===== config.mk =====
export PLATFORM = sky130hd
export DESIGN_NAME = crt_parser
export DESIGN_NICKNAME = d
export VERILOG_FILES = /design/src/rtl/crt_parser.sv
export SDC_FILE = /design/constraint.sdc
export NUM_CORES = 1
export LEC_CHECK = 0
export ABC_AREA = 1
export BUFFER_PORTS_ARGS = -buffer_cell sky130_fd_sc_hd__buf_2
export CORE_ASPECT_RATIO = 0.8
export CORE_MARGIN = 3
export CORE_UTILIZATION = 30
export DETAILED_ROUTE_END_ITERATION = 16
export PLACE_DENSITY = 0.56
export SYNTH_ARGS = -nofsm -noshare
export SYNTH_HDL_FRONTEND = slang
export SYNTH_SLANG_ARGS = --single-unit

===== constraint.sdc =====
create_clock -name clk32 -period 18.9 [get_ports clk32]
set_input_delay 2.835 -clock clk32 [delete_from_list [all_inputs] [get_ports clk32]]
set_output_delay 2.835 -clock clk32 [all_outputs]
set_load 0.05 [all_outputs]

===== src/rtl/crt_parser.sv =====
// Streaming C64 .CRT image parser: validates the file header, walks CHIP packets,
// writes each payload to SDRAM on an 8 KiB boundary and emits one bank descriptor per chip.
module crt_parser #(
  parameter logic [24:0] BASE_ADDR = 25'h0000000,
  parameter logic [20:0] MAX_BYTES = 21'h100000
) (
  input  logic        clk32,
  input  logic        reset,
  input  logic        cart_loading,
  input  logic [7:0]  in_data,
  input  logic        in_valid,
  output logic        in_ready,
  output logic [24:0] wr_addr,
  output logic [7:0]  wr_data,
  output logic        wr_req,
  input  logic        wr_ack,
  output logic [15:0] cart_id,
  output logic [7:0]  cart_exrom,
  output logic [7:0]  cart_game,
  output logic [15:0] cart_bank_laddr,
  output logic [15:0] cart_bank_size,
  output logic [15:0] cart_bank_num,
  output logic [7:0]  cart_bank_type,
  output logic [24:0] cart_bank_raddr,
  output logic        cart_bank_wr,
  output logic        cart_attached,
  output logic        crt_error
);

  localparam int unsigned AW = 25;
  localparam logic [AW:0]   LIMIT     = (AW+1)'(BASE_ADDR) + (AW+1)'(MAX_BYTES);
  localparam logic [AW-1:0] BANK_MASK = AW'(25'h1FFF);

  typedef enum logic [2:0] {IDLE, HDR, CHDR, DATA, SKIP, ERROR} state_t;

  state_t        state;
  logic          loading_q;
  logic [31:0]   off;
  logic [31:0]   hdr_len;
  logic [31:0]   pkt_len;
  logic [31:0]   skip_cnt;
  logic [31:0]   chip_cnt;
  logic [15:0]   data_cnt;
  logic [AW-1:0] ptr;

  function automatic logic [7:0] hdr_sig(input logic [3:0] i);
    case (i)
      4'd0:    hdr_sig = 8'h43;
      4'd1:    hdr_sig = 8'h36;
      4'd2:    hdr_sig = 8'h34;
      4'd4:    hdr_sig = 8'h43;
      4'd5:    hdr_sig = 8'h41;
      4'd6:    hdr_sig = 8'h52;
      4'd7:    hdr_sig = 8'h54;
      4'd8:    hdr_sig = 8'h52;
      4'd9:    hdr_sig = 8'h49;
      4'd10:   hdr_sig = 8'h44;
      4'd11:   hdr_sig = 8'h47;
      4'd12:   hdr_sig = 8'h45;
      default: hdr_sig = 8'h20;
    endcase
  endfunction

  function automatic logic [7:0] chip_sig(input logic [1:0] i);
    case (i)
      2'd0:    chip_sig = 8'h43;
      2'd1:    chip_sig = 8'h48;
      2'd2:    chip_sig = 8'h49;
      default: chip_sig = 8'h50;
    endcase
  endfunction

  logic          rise, fall, take, len_bad;
  logic [15:0]   size_full;
  logic [31:0]   excess;
  logic [AW-1:0] ptr_next, ptr_round;

  assign rise      = cart_loading & ~loading_q;
  assign fall      = ~cart_loading & loading_q;
  // A pending SDRAM write blocks further payload bytes; everything else streams.
  assign in_ready  = (state != IDLE) && !((state == DATA) && wr_req);
  assign take      = in_valid & in_ready;
  assign size_full = {cart_bank_size[7:0], in_data};
  assign excess    = pkt_len - 32'd16 - 32'(size_full);
  assign len_bad   = {1'b0, pkt_len} < (33'd16 + 33'(size_full));
  assign ptr_next  = ptr + AW'(1);
  assign ptr_round = (ptr_next + BANK_MASK) & ~BANK_MASK;

  always_ff @(posedge clk32 or posedge reset) begin
    if (reset) begin
      state           <= IDLE;
      loading_q       <= 1'b0;
      off             <= '0;
      hdr_len         <= '0;
      pkt_len         <= '0;
      skip_cnt        <= '0;
      chip_cnt        <= '0;
      data_cnt        <= '0;
      ptr             <= '0;
      wr_addr         <= '0;
      wr_data         <= '0;
      wr_req          <= 1'b0;
      cart_id         <= '0;
      cart_exrom      <= '0;
      cart_game       <= '0;
      cart_bank_laddr <= '0;
      cart_bank_size  <= '0;
      cart_bank_num   <= '0;
      cart_bank_type  <= '0;
      cart_bank_raddr <= '0;
      cart_bank_wr    <= 1'b0;
      cart_attached   <= 1'b0;
      crt_error       <= 1'b0;
    end else begin
      loading_q    <= cart_loading;
      cart_bank_wr <= 1'b0;
      if (rise) begin
        state         <= HDR;
        off           <= '0;
        hdr_len       <= '0;
        ptr           <= BASE_ADDR;
        chip_cnt      <= '0;
        wr_req        <= 1'b0;
        cart_attached <= 1'b0;
        crt_error     <= 1'b0;
      end else if (fall && state != IDLE) begin
        // Only a stream that ends exactly on a packet boundary counts as clean.
        state  <= IDLE;
        wr_req <= 1'b0;
        if (state == CHDR && off == 32'd0 && chip_cnt != 32'd0) cart_attached <= 1'b1;
        else                                                   crt_error     <= 1'b1;
      end else begin
        case (state)
          HDR: if (take) begin
            off <= off + 32'd1;
            if (off < 32'd16 && in_data != hdr_sig(off[3:0])) state <= ERROR;
            case (off)
              32'h10, 32'h11, 32'h12, 32'h13: hdr_len <= {hdr_len[23:0], in_data};
              32'h16, 32'h17:                 cart_id <= {cart_id[7:0], in_data};
              32'h18:                         cart_exrom <= in_data;
              32'h19:                         cart_game  <= in_data;
              default: ;
            endcase
            if (off == 32'h3F) begin
              if (hdr_len < 32'h40) state <= ERROR;
              else if (hdr_len == 32'h40) begin
                state <= CHDR;
                off   <= '0;
              end
            end else if (off > 32'h3F && off == hdr_len - 32'd1) begin
              state <= CHDR;
              off   <= '0;
            end
          end
          CHDR: if (take) begin
            off <= off + 32'd1;
            if (off < 32'd4 && in_data != chip_sig(off[1:0])) state <= ERROR;
            case (off)
              32'd4, 32'd5, 32'd6, 32'd7: pkt_len <= {pkt_len[23:0], in_data};
              32'd9:                      cart_bank_type  <= in_data;
              32'd10, 32'd11:             cart_bank_num   <= {cart_bank_num[7:0], in_data};
              32'd12, 32'd13:             cart_bank_laddr <= {cart_bank_laddr[7:0], in_data};
              32'd14:                     cart_bank_size  <= size_full;
              32'd15: begin
                cart_bank_size  <= size_full;
                cart_bank_raddr <= ptr;
                off             <= '0;
                data_cnt        <= '0;
                skip_cnt        <= excess;
                if (len_bad) state <= ERROR;
                else begin
                  cart_bank_wr <= 1'b1;
                  chip_cnt     <= chip_cnt + 32'd1;
                  if (size_full != 16'd0) state <= DATA;
                  else if (excess != 32'd0) state <= SKIP;
                end
              end
              default: ;
            endcase
          end
          DATA: begin
            // The chip is left only once its last write has completed.
            if (wr_req) begin
              if (wr_ack) begin
                wr_req   <= 1'b0;
                data_cnt <= data_cnt + 16'd1;
                if (data_cnt + 16'd1 == cart_bank_size) begin
                  ptr   <= ptr_round;
                  state <= (skip_cnt != 32'd0) ? SKIP : CHDR;
                end else begin
                  ptr <= ptr_next;
                end
              end
            end else if (take) begin
              if ({1'b0, ptr} >= LIMIT) state <= ERROR;
              else begin
                wr_req  <= 1'b1;
                wr_addr <= ptr;
                wr_data <= in_data;
              end
            end
          end
          SKIP: if (take) begin
            skip_cnt <= skip_cnt - 32'd1;
            if (skip_cnt == 32'd1) state <= CHDR;
          end
          ERROR:   crt_error <= 1'b1;
          default: ;
        endcase
      end
    end
  end

endmodule


* Word level (Yosys, flattened, before mapping)
Memories as Yosys holds them, arrays and structs flattened.
Index checks and enable logic that the tools add are counted.
** Operators by class
- Multipliers :: 0
- Divide/modulo/power cells :: 0
- Order comparisons :: 6
- Bitwise gates (word level) :: 9
- Reduce and logical (&&, ||, !) cells :: 57
- Shift operators :: 0
- Equal/unequal tests :: 51
- Add/sub/neg operators :: 10
- Multiplexer cells :: 88
** Operator list (count)
- two-way mux 32 bit :: 23
- equality test 32 x 5 -> 1 bit, second input constant :: 8
- equality test 32 x 4 -> 1 bit, second input constant :: 7
- two-way mux 25 bit :: 6
- equality test 32 x 3 -> 1 bit, second input constant :: 4
- case mux 32 bit (2 select lines) :: 2
- nonzero test 32 bit :: 3
- two-way mux 3 bit :: 22
- adder 32 x 1 -> 32 bit, second input constant :: 2
- two-way mux 16 bit :: 4
- two-way mux 8 bit :: 8
- subtractor 32 x 1 -> 32 bit, second input constant :: 2
- AND reduction 5 bit :: 10
- equality test 32 x 1 -> 1 bit, second input constant :: 1
- equality test 32 bit :: 1
- equality test 32 x 6 -> 1 bit, second input constant :: 1
- equality test 32 x 7 -> 1 bit, second input constant :: 1
- > comparator 32 x 6 -> 1 bit, second input constant :: 1
- logical NOT 32 bit :: 1
- less-than comparator 32 x 17 -> 1 bit :: 1
- less-than comparator 32 x 3 -> 1 bit, second input constant :: 1
- less-than comparator 32 x 5 -> 1 bit, second input constant :: 1
- less-than comparator 32 x 7 -> 1 bit, second input constant :: 1
- case mux 16 bit (2 select lines) :: 1
- other kinds (39) :: 109
** Word-level totals
- Input bits :: 13
- Register bits after elaboration :: 355
- Bits in latches :: 0
- Output and inout port bits :: 151
- Bits in writable memories :: 0
- Bits in read-only memories :: 112
- Memories kept :: 1
- Logic and storage cells :: 245
** Memory list
- (no name shown) :: depth 16, bits a word 7, rd ports 1, clocked after memory_dff 0, write ports 0, RTL line 47 : case (i)

* Depth between registers and ports, before layout
Gate-level depths: netlist of run 1.
- Depth in word-level cells :: 20
- Mapped depth :: 26

* Worst setup path after synthesis of run 1
Ideal clock, no wire load.
- Path kind :: input to register
- From :: in in_data[1]
- To :: reg state[2]
- Required time :: 18.784 ns
- Stages on the path :: 25
- Path slack :: 13.419 ns
- Path buffers :: 1
- Library setup time :: 0.116 ns
- Arrival time :: 5.365 ns
- Path through :: inv_1 -> clkbuf_1 -> ha_1 -> ha_1 -> fa_1 -> nand3_1 -> nand2_1 -> nand2_1 -> nand2_1 -> nand2_1 -> nand2_1 -> nand2_1 -> nand2_1 -> nand2_1 -> nand2_1 -> nor2_1 -> nand2_1 -> nor2_1 -> nand3_1 -> nand2_1 -> nand2_1 -> nand2_1 -> nand2_1 -> nand2_1 -> nand2_1
** Between the ends
- Word-level cells in the longest chain between the ends :: 11
- Elaborated cells on any way between the ends :: 24
** Ends and longest elaborated chain
- start, declared :: RTL line 10 : input logic [7:0] in_data,
- parallel branches: the longest is 8 deep, another holds less-than comparator 32 x 17 -> 1 bit
- case mux 3 bit (4 select lines) (*) :: RTL line 133 : case (state)
- two-way mux 3 bit (*) :: RTL line 126 : end else if (fall && state != IDLE) begin
- two-way mux 3 bit (*) :: RTL line 117 : if (rise) begin
- end signal, assigned :: RTL line 189 : state <= (skip_cnt != 32'd0) ? SKIP : CHDR;
- end, declared :: RTL line 36 : state_t state;
Mark *: on every way between the ends. The select of a mux whose other input is x is not followed.
A chain may end at the register's enable or synchronous reset.

* Worst setup path in the final report of run 1
- From :: in in_data[4]
- To :: reg chip_cnt[31]
** Between the ends
- Word-level cells in the longest chain between the ends :: 4
** Ends and longest elaborated chain
- adder 5 x 16 -> 17 bit :: RTL line 85 : assign len_bad = {1'b0, pkt_len} < (33'd16 + 33'(size_full));
- less-than comparator 32 x 17 -> 1 bit :: RTL line 85
- inequality test 2 bit (no line)
- AND reduction 5 bit (no line)
- end signal, assigned :: RTL line 173 : chip_cnt <= chip_cnt + 32'd1;
- end, declared :: RTL line 42 : logic [31:0] chip_cnt;
No other way between the ends.

==> results.sh, run 1 <==
export IMPL_die_width_um=311
export IMPL_end_kind="flop"
export IMPL_layout_common_cells="nand2_1 (769), inv_1 (358), dfrtp_1 (355)"
export IMPL_fin_util_pct=34.9
export IMPL_synth_compound_area_share_pct=11.0
export IMPL_start_kind="input port"
export IMPL_h_tree_depth=2
export IMPL_start_util_pct=30.6
export IMPL_clk_pin_slew_ps=60
export IMPL_finClkSkew_ps=22.2
export IMPL_fin_crit_sh_pct=32.1
export IMPL_ys_types=63
export IMPL_clkLatencyLatePin_ps=560
export IMPL_worstPathMaxFanout=14
export IMPL_dpl_cell_area_mm2=0.0241
export IMPL_synthMuxAreaShare_pct=1.48
export IMPL_grt_pass1_vias=19100
export IMPL_synthAdderAreaFrac_pct=3.63
export IMPL_power_density_mw_per_mm2=84.7
export IMPL_dieArea_mm2=0.0778
export IMPL_coreArea_mm2=0.0729
export IMPL_cts_tree="built"
export IMPL_port_buffers=163
export IMPL_drtPass1Iterations=5
export IMPL_design_area_mm2=0.0255
export IMPL_crit_required_ps=19340
export IMPL_drive_gt1_share_pct=12.6
export IMPL_finalSetupViolCount=0
export IMPL_routed_wirelength_mm=68.5
export IMPL_fin_crit_ps=6060
export IMPL_synth_area_mm2=0.0223
export IMPL_critPathArrivalTime_ps=6500
export IMPL_timing_slew_headroom_pct=24.0
export IMPL_top_level_ports=164
export IMPL_wl_per_cell_um=16.4
export IMPL_grt_pass1_wl_mm=110
export IMPL_p_leak_uw=0.0126
export IMPL_cts_root_buf="clkbuf_16"
export IMPL_clock_path_buffers=3
export IMPL_ys_ff_latch=355
export IMPL_layout_commonest_cell="nand2_1"
export IMPL_post_cts_buffers=0
export IMPL_grt_setup_unrepaired="false"
export IMPL_rows=88
export IMPL_max_freq_ghz=0.165
export IMPL_cts_resized=0
export IMPL_cts_buffers=40
export IMPL_slew_viol_final=0
export IMPL_synth_xor_area_share_pct=5.05
export IMPL_worstMarginPinSlew_ps=1140
export IMPL_area_growth_synth_to_final_pct=13.9
export IMPL_drtIter0Drc=1724
export IMPL_ys_warn_count=0
export IMPL_grt_max_degree=113
export IMPL_vias=20300
export IMPL_syn_num_nets=3095
export IMPL_synth_cells=3019
export IMPL_gp_routability_congestion=0.909
export IMPL_synth_top_family_by_area="simple AND/OR/NAND/NOR gates"
export IMPL_hold_class="flop to flop"
export IMPL_drcViolationCount=0
export IMPL_finalSetupTns_ps=0
export IMPL_vias_per_cell=4.87
export IMPL_ir_drop_uv=63.8
export IMPL_power_uw=2150
export IMPL_crit_type="input port to flop"
export IMPL_gr_total_overflow=0
export IMPL_final_nets=3222
export IMPL_avgSynthCellArea_um2=7.40
export IMPL_hpwl_mm=51.4
export IMPL_hold_viol=0
export IMPL_track_usage_pct=17.4
export IMPL_yosys_area_share_simple_pct=30.5
export IMPL_die_height_um=250
export IMPL_maxCapViolations=0
export IMPL_antenna_found_initial=1
export IMPL_cts_hold_buf=0
export IMPL_cts_sinks=355
export IMPL_ys_seq_area_share_pct=39.8
export IMPL_ant_nets=0
export IMPL_status="finished, final reports clean"
metal layers:
| layer | up-vias | share of wire (%) | GRT usage, % |
|---|---|---|---|
| li1 | 10100 | - | - |
| met1 | 9598 | 51 | 26.5 |
| met2 | 478 | 42 | 26.1 |
| met3 | 68 | 4.9 | 2.47 |
| met4 | 0 | 1.9 | 3.62 |
| met5 | - | 0 | 0 |
cells by family (layout without fill, tap and decap cells):
group                      after synthesis  after routing
other                                    0              1
adders and majority gates               63             63
and+or+nand+nor                       1519           1519
DFF                                    355            355
muxes                                   28             28
AOI/OAI and AO/OA                      445            445
xor gates and xnor gates               127            127
buffers and inverters                  482            640
state kept, by name (all words and copies together), names as in the netlist, 25 cells and up:
signal	flops
cart_bank_raddr	25
skip_cnt	32
wr_addr	25
hdr_len	32
off	32
ptr	25
pkt_len	32
chip_cnt	32
metrics by stage:
stage | worst slack, ps | hold WS, ps | instances
after floorplan | 6220 | 453 | 3019
after global placement | 12440 | 462 | 4094
after detailed placement | 12290 | 468 | 4094
after CTS | 12870 | 483 | 4167
after global routing | 12390 | 500 | 4167
final | 12840 | 477 | 4168
worst paths after layout:
kind	cells after the start	end	slack [ps]	start
setup / recovery	20	chip_cnt[31]	12840	in_data[4]
hold / removal	2	wr_addr[9]	480	wr_addr[9]
setup reg to reg	18	chip_cnt[31]	15030	cart_bank_size[0]
hold reg to reg	2	wr_addr[9]	480	wr_addr[9]
max in group asynchronous	4	ptr[9]	14320	reset
min in group asynchronous	2	cart_bank_num[11]	2440	reset
report_power, final:
part	leakage (uW)	internal, uW	switching [uW]
clock network	0.000672	491	343
logic	0.00720	117	323
registers	0.00475	821	59.3
cell type report:
cell class,instances,area [um2]
well taps,990,1240
inverters,392,1480
clock buffers,48,1070
multi-input cells,2182,11600
fillers,7818,47400
diodes,1,2.50
repair buffers,175,906
clock inverters,25,314
flip-flops and latches,355,8880
synth_stat cells (all sizes together):
library cell / instances / share of area, %
nand2: 790 / 14
inv: 387 / 6.5
dfrtp: 355 / 40
nor2: 344 / 6.4
o21ai: 260 / 5.8
nand3: 161 / 3.8
xor2: 101 / 4.0
o22ai: 80 / 2.2
nor3: 78 / 2.1
nand4: 74 / 2.2
a21oi: 65 / 1.5
ha: 60 / 3.4
clkbuf: 46 / 0.78
buf: 44 / 1.2
nor4: 35 / 1.1
mux2: 28 / 1.5
xnor2: 26 / 1.0
nand3b: 18 / 0.60
o211ai: 12 / 0.46
or2: 9 / 0.25
a31oi: 6 / 0.17
clkinv: 5 / 0.084
and2: 4 / 0.11
o31ai: 4 / 0.13
a22oi: 3 / 0.10
fa: 3 / 0.27
o221ai: 3 / 0.12
o311ai: 3 / 0.12
a211oi: 2 / 0.067
nor3b: 2 / 0.14
o21bai: 2 / 0.067
or4: 2 / 0.067
a2111oi: 1 / 0.039
a21boi: 1 / 0.034
a22o: 1 / 0.039
a32o: 1 / 0.045
and3: 1 / 0.028
o21a: 1 / 0.034
or3: 1 / 0.028
worst max-delay path: stages:
cell     delay (ps)
buf_2           140
inv_1           220
nor2_1          290
nand4_1         170
nor2_1          180
nand3_1         170
nor3_1          230
xor2_1          100
ha_1            320
nand4_1         140
nor2_1          110
nand4_1         110
nand3_1         100
nand2_1          50
nand2_1         180
nand4_2         440
nand2_2         330
nand3_1         120
o21ai_0         180
a21oi_1          60
(Power assumes the default switching activity.)
==> run 2: changes to the inputs <==
--- a/config.mk
+++ b/config.mk
@@ -5,13 +5,13 @@
 export SDC_FILE = /design/constraint.sdc
 export NUM_CORES = 1
 export LEC_CHECK = 0
-export ABC_AREA = 1
+export ABC_AREA = 0
 export BUFFER_PORTS_ARGS = -buffer_cell sky130_fd_sc_hd__buf_2
 export CORE_ASPECT_RATIO = 0.8
 export CORE_MARGIN = 3
 export CORE_UTILIZATION = 30
 export DETAILED_ROUTE_END_ITERATION = 16
-export PLACE_DENSITY = 0.56
+export PLACE_DENSITY = 0.58
 export SYNTH_ARGS = -nofsm -noshare
 export SYNTH_HDL_FRONTEND = slang
 export SYNTH_SLANG_ARGS = --single-unit
==> constraint.sdc (replaced) <==
create_clock -name clk32 -period 5.35 [get_ports clk32]
set_input_delay 0.8025 -clock clk32 [delete_from_list [all_inputs] [get_ports clk32]]
set_output_delay 0.8025 -clock clk32 [all_outputs]
set_load 0.05 [all_outputs]
==> run 2 against run 1 <==
Compared with the run above:
- count of clock-buffer cells in the layout rose by 9
- area after synthesis fell by 7.2%
- routed wire length decreased by 6.6%
- utilization rose by 0.21 points
- register-to-register slack worse by 14000 ps
- clock power increased to 3.5 times the previous value
- first-iteration DRC count down 10%
==> results.sh, run 2 <==
export IMPL_gr_total_overflow=0
export IMPL_min_from="cart_loading"
export IMPL_netlist_area_leader_share_pct=42.9
export IMPL_top_level_ports=164
export IMPL_finClkSkew_ps=31.8
export IMPL_worstRegToRegCells=14
export IMPL_worstHoldEndpoint="loading_q"
export IMPL_p_sw_share_pct=29.5
export IMPL_hpwl_mm=46.6
export IMPL_cts_sinks=355
export IMPL_slew_viol_final=0
export IMPL_cp_common_cell="a211oi_1"
export IMPL_cts_root_buf="clkbuf_16"
export IMPL_post_synth_top_count_cell="dfrtp_1"
export IMPL_wl_per_cell_um=19.5
export IMPL_end_kind="flop"
export IMPL_intPower_uw=4890
export IMPL_routed_wirelength_mm=63.9
export IMPL_gp_routability_congestion=0.892
export IMPL_comb_power_share_pct=14.7
export IMPL_timing_slew_headroom_pct=25.7
export IMPL_drtPass1Iterations=6
export IMPL_ant_nets=0
export IMPL_power_density_mw_per_mm2=291
export IMPL_drive_gt1_share_pct=17.7
export IMPL_fin_crit_sh_pct=82.8
export IMPL_clk_pin_slew_ps=60
export IMPL_crit_required_ps=5780
export IMPL_worstPathMaxFanout=7
export IMPL_grt_max_degree=142
export IMPL_cts_buffers=41
export IMPL_cp_num_cells=15
export IMPL_clkLatencyLatePin_ps=570
export IMPL_post_cts_buffers=0
export IMPL_worstMarginPinSlew_ps=1110
export IMPL_start_util_pct=30.5
export IMPL_maxCapViolations=0
export IMPL_ir_drop_uv=201
export IMPL_status="finished, final reports clean"
export IMPL_synthTopCellsByCount="dfrtp_1 (355), nand2_1 (207), o21ai_0 (182), nor2_1 (175), clkbuf_1 (126)"
export IMPL_ys_types=84
export IMPL_dieArea_mm2=0.0723
export IMPL_drtIter0Drc=1549
export IMPL_die_height_um=241
export IMPL_synth_area_mm2=0.0207
export IMPL_rows=85
export IMPL_ys_ff_latch=355
export IMPL_r2r_start="cart_bank_size[1]"
export IMPL_power_frac_seq_pct=43.4
export IMPL_vias_per_cell=5.38
export IMPL_antenna_found_initial=6
export IMPL_yosys_top_cells_area="dfrtp_1 (43%), mux2_2 (6.5%), o21ai_0 (4.4%)"
export IMPL_cp_buffers_inverters=3
export IMPL_synth_cells=2240
export IMPL_ys_warn_count=0
export IMPL_fin_util_pct=35.1
export IMPL_ys_seq_area_share_pct=42.9
export IMPL_layout_commonest_cell="dfrtp_1"
export IMPL_die_width_um=300
export IMPL_whs_ps=408
export IMPL_grt_pass1_wl_mm=99.9
export IMPL_p_sw_uw=2050
export IMPL_grt_setup_unrepaired="false"
export IMPL_finalSetupViolCount=0
export IMPL_cpMaxStageDelayCell="nor4_1"
export IMPL_hold_class="input port to flop"
export IMPL_port_buffers=163
export IMPL_max_freq_ghz=0.226
export IMPL_start_kind="input port"
export IMPL_fill_cells=6984
export IMPL_avgSynthCellArea_um2=9.25
export IMPL_crit_type="input port to flop"
export IMPL_final_nets=2419
export IMPL_yosys_area_top_type="dfrtp_1"
export IMPL_coreArea_mm2=0.0679
export IMPL_path_cells="buf_2 > clkinv_1 > ha_1 > inv_1 > fa_1 > nand2b_1 > a21oi_1 > o21ai_0 > a211oi_1 > a211oi_1 > xnor2_1 > nand3_1 > nor4_1 > nor2_1 > o211a_1"
export IMPL_rrSetupSlack_ps=950
export IMPL_cts_hold_buf=0
export IMPL_timing_rr_end="state[2]"
export IMPL_synth_edf_count=0
export IMPL_syn_num_nets=2316
export IMPL_hold_depth=1
export IMPL_power_frac_clock_pct=41.9
export IMPL_critical_path_max_stage_delay_ps=690
export IMPL_area_growth_synth_to_final_pct=15.0
export IMPL_fin_crit_ps=4430
export IMPL_cts_tree="built"
export IMPL_finalSetupTns_ps=0
export IMPL_cp_top_family="compound AO/OA/AOI/OAI gates"
export IMPL_grt_pass1_vias=16900
export IMPL_track_usage_pct=17.5
export IMPL_layout_common_cells="dfrtp_1 (355), nand2_1 (207), o21ai_0 (182)"
export IMPL_p_leak_uw=0.0110
export IMPL_synth_main_ff_cell="dfrtp_1"
export IMPL_hold_viol=0
export IMPL_clock_path_buffers=3
export IMPL_vias=17700
export IMPL_drcViolationCount=0
export IMPL_h_tree_depth=2
export IMPL_critPathArrivalTime_ps=4870
export IMPL_async_reset_ff_share_pct=100
export IMPL_cts_resized=0
-- run 2: changes by cell type after synthesis, sizes merged, moves of 74 or more --
cell / previous run / this run
nand2: 790 / 208
inv: 387 / 90
nor2: 344 / 175
mux2: 28 / 119
nand3: 161 / 71
clkbuf: 46 / 126
o21ai: 260 / 186
-- run 2: metal layers --
metal / GRT usage [%] / vias to the layer above / wire (um)
met5: 0 / - / 17
met4: 5.71 / 2 / 1890
met3: 4.61 / 107 / 5680
met2: 24.6 / 646 / 25700
met1: 25.7 / 8683 / 30700
li1: - / 8251 / -
-- run 2: cell families (layout without fill, tap and decap cells) --
family / count (synthesis) / after routing / share of synthesized area [%]
buffers and inverters: 231 / 363 / 4.40
adders and majority gates: 64 / 64 / 3.96
muxes: 135 / 135 / 7.30
DFF: 355 / 355 / 42.9
xor gates and xnor gates: 151 / 151 / 6.45
and+or+nand+nor: 805 / 805 / 19.7
AOI/OAI and AO/OA: 499 / 499 / 15.3
other: 0 / 2 / 0
-- run 2: area by class of cell --
class                   instances  area, um2  share of cell area (%)
diodes                          2       5.00                  0.0210
clock buffers                  57       1220                    5.11
clock inverters                15        169                   0.709
inverters                      92        349                    1.46
multi-input cells            1654      11000                    46.0
flip-flops and latches        355       8880                    37.3
well taps                     913       1140                    4.79
repair buffers                199       1110                    4.66
-- run 2: through the flow --
stage          total power [uW]  cell area, um2  instances  worst slack, ps
6_report                   6940           23800       3287              918
5_1_grt                    7290           23800       3285              675
4_1_cts                    7020           23800       3285              963
3_5_place_dp               4060           22400       3213              424
3_3_place_gp               4030           22400       3213              504
2_1_floorplan              3760           20700       2240             -209
-- run 2: how the worst max path moves through the flow --
stage / startpoint / end / slack (ps)
2_1_floorplan: reset / cart_attached / -210
3_3_place_gp: in_data[5] / chip_cnt[24] / 500
3_5_place_dp: in_data[2] / state[2] / 420
4_1_cts: cart_bank_size[6] / state[2] / 960
5_1_grt: in_data[5] / chip_cnt[24] / 680
6_report: in_data[2] / state[2] / 920
-- run 2: power by group through the flow --
stage | Sequential (uW) | Combinational [uW] | Clock, uW
after floorplan | 3050 | 713 | 0
after global placement | 3040 | 982 | 0
after detailed placement | 3050 | 1000 | 0
after CTS | 3010 | 1000 | 3010
after global routing | 3030 | 1130 | 3120
final | 3010 | 1020 | 2910
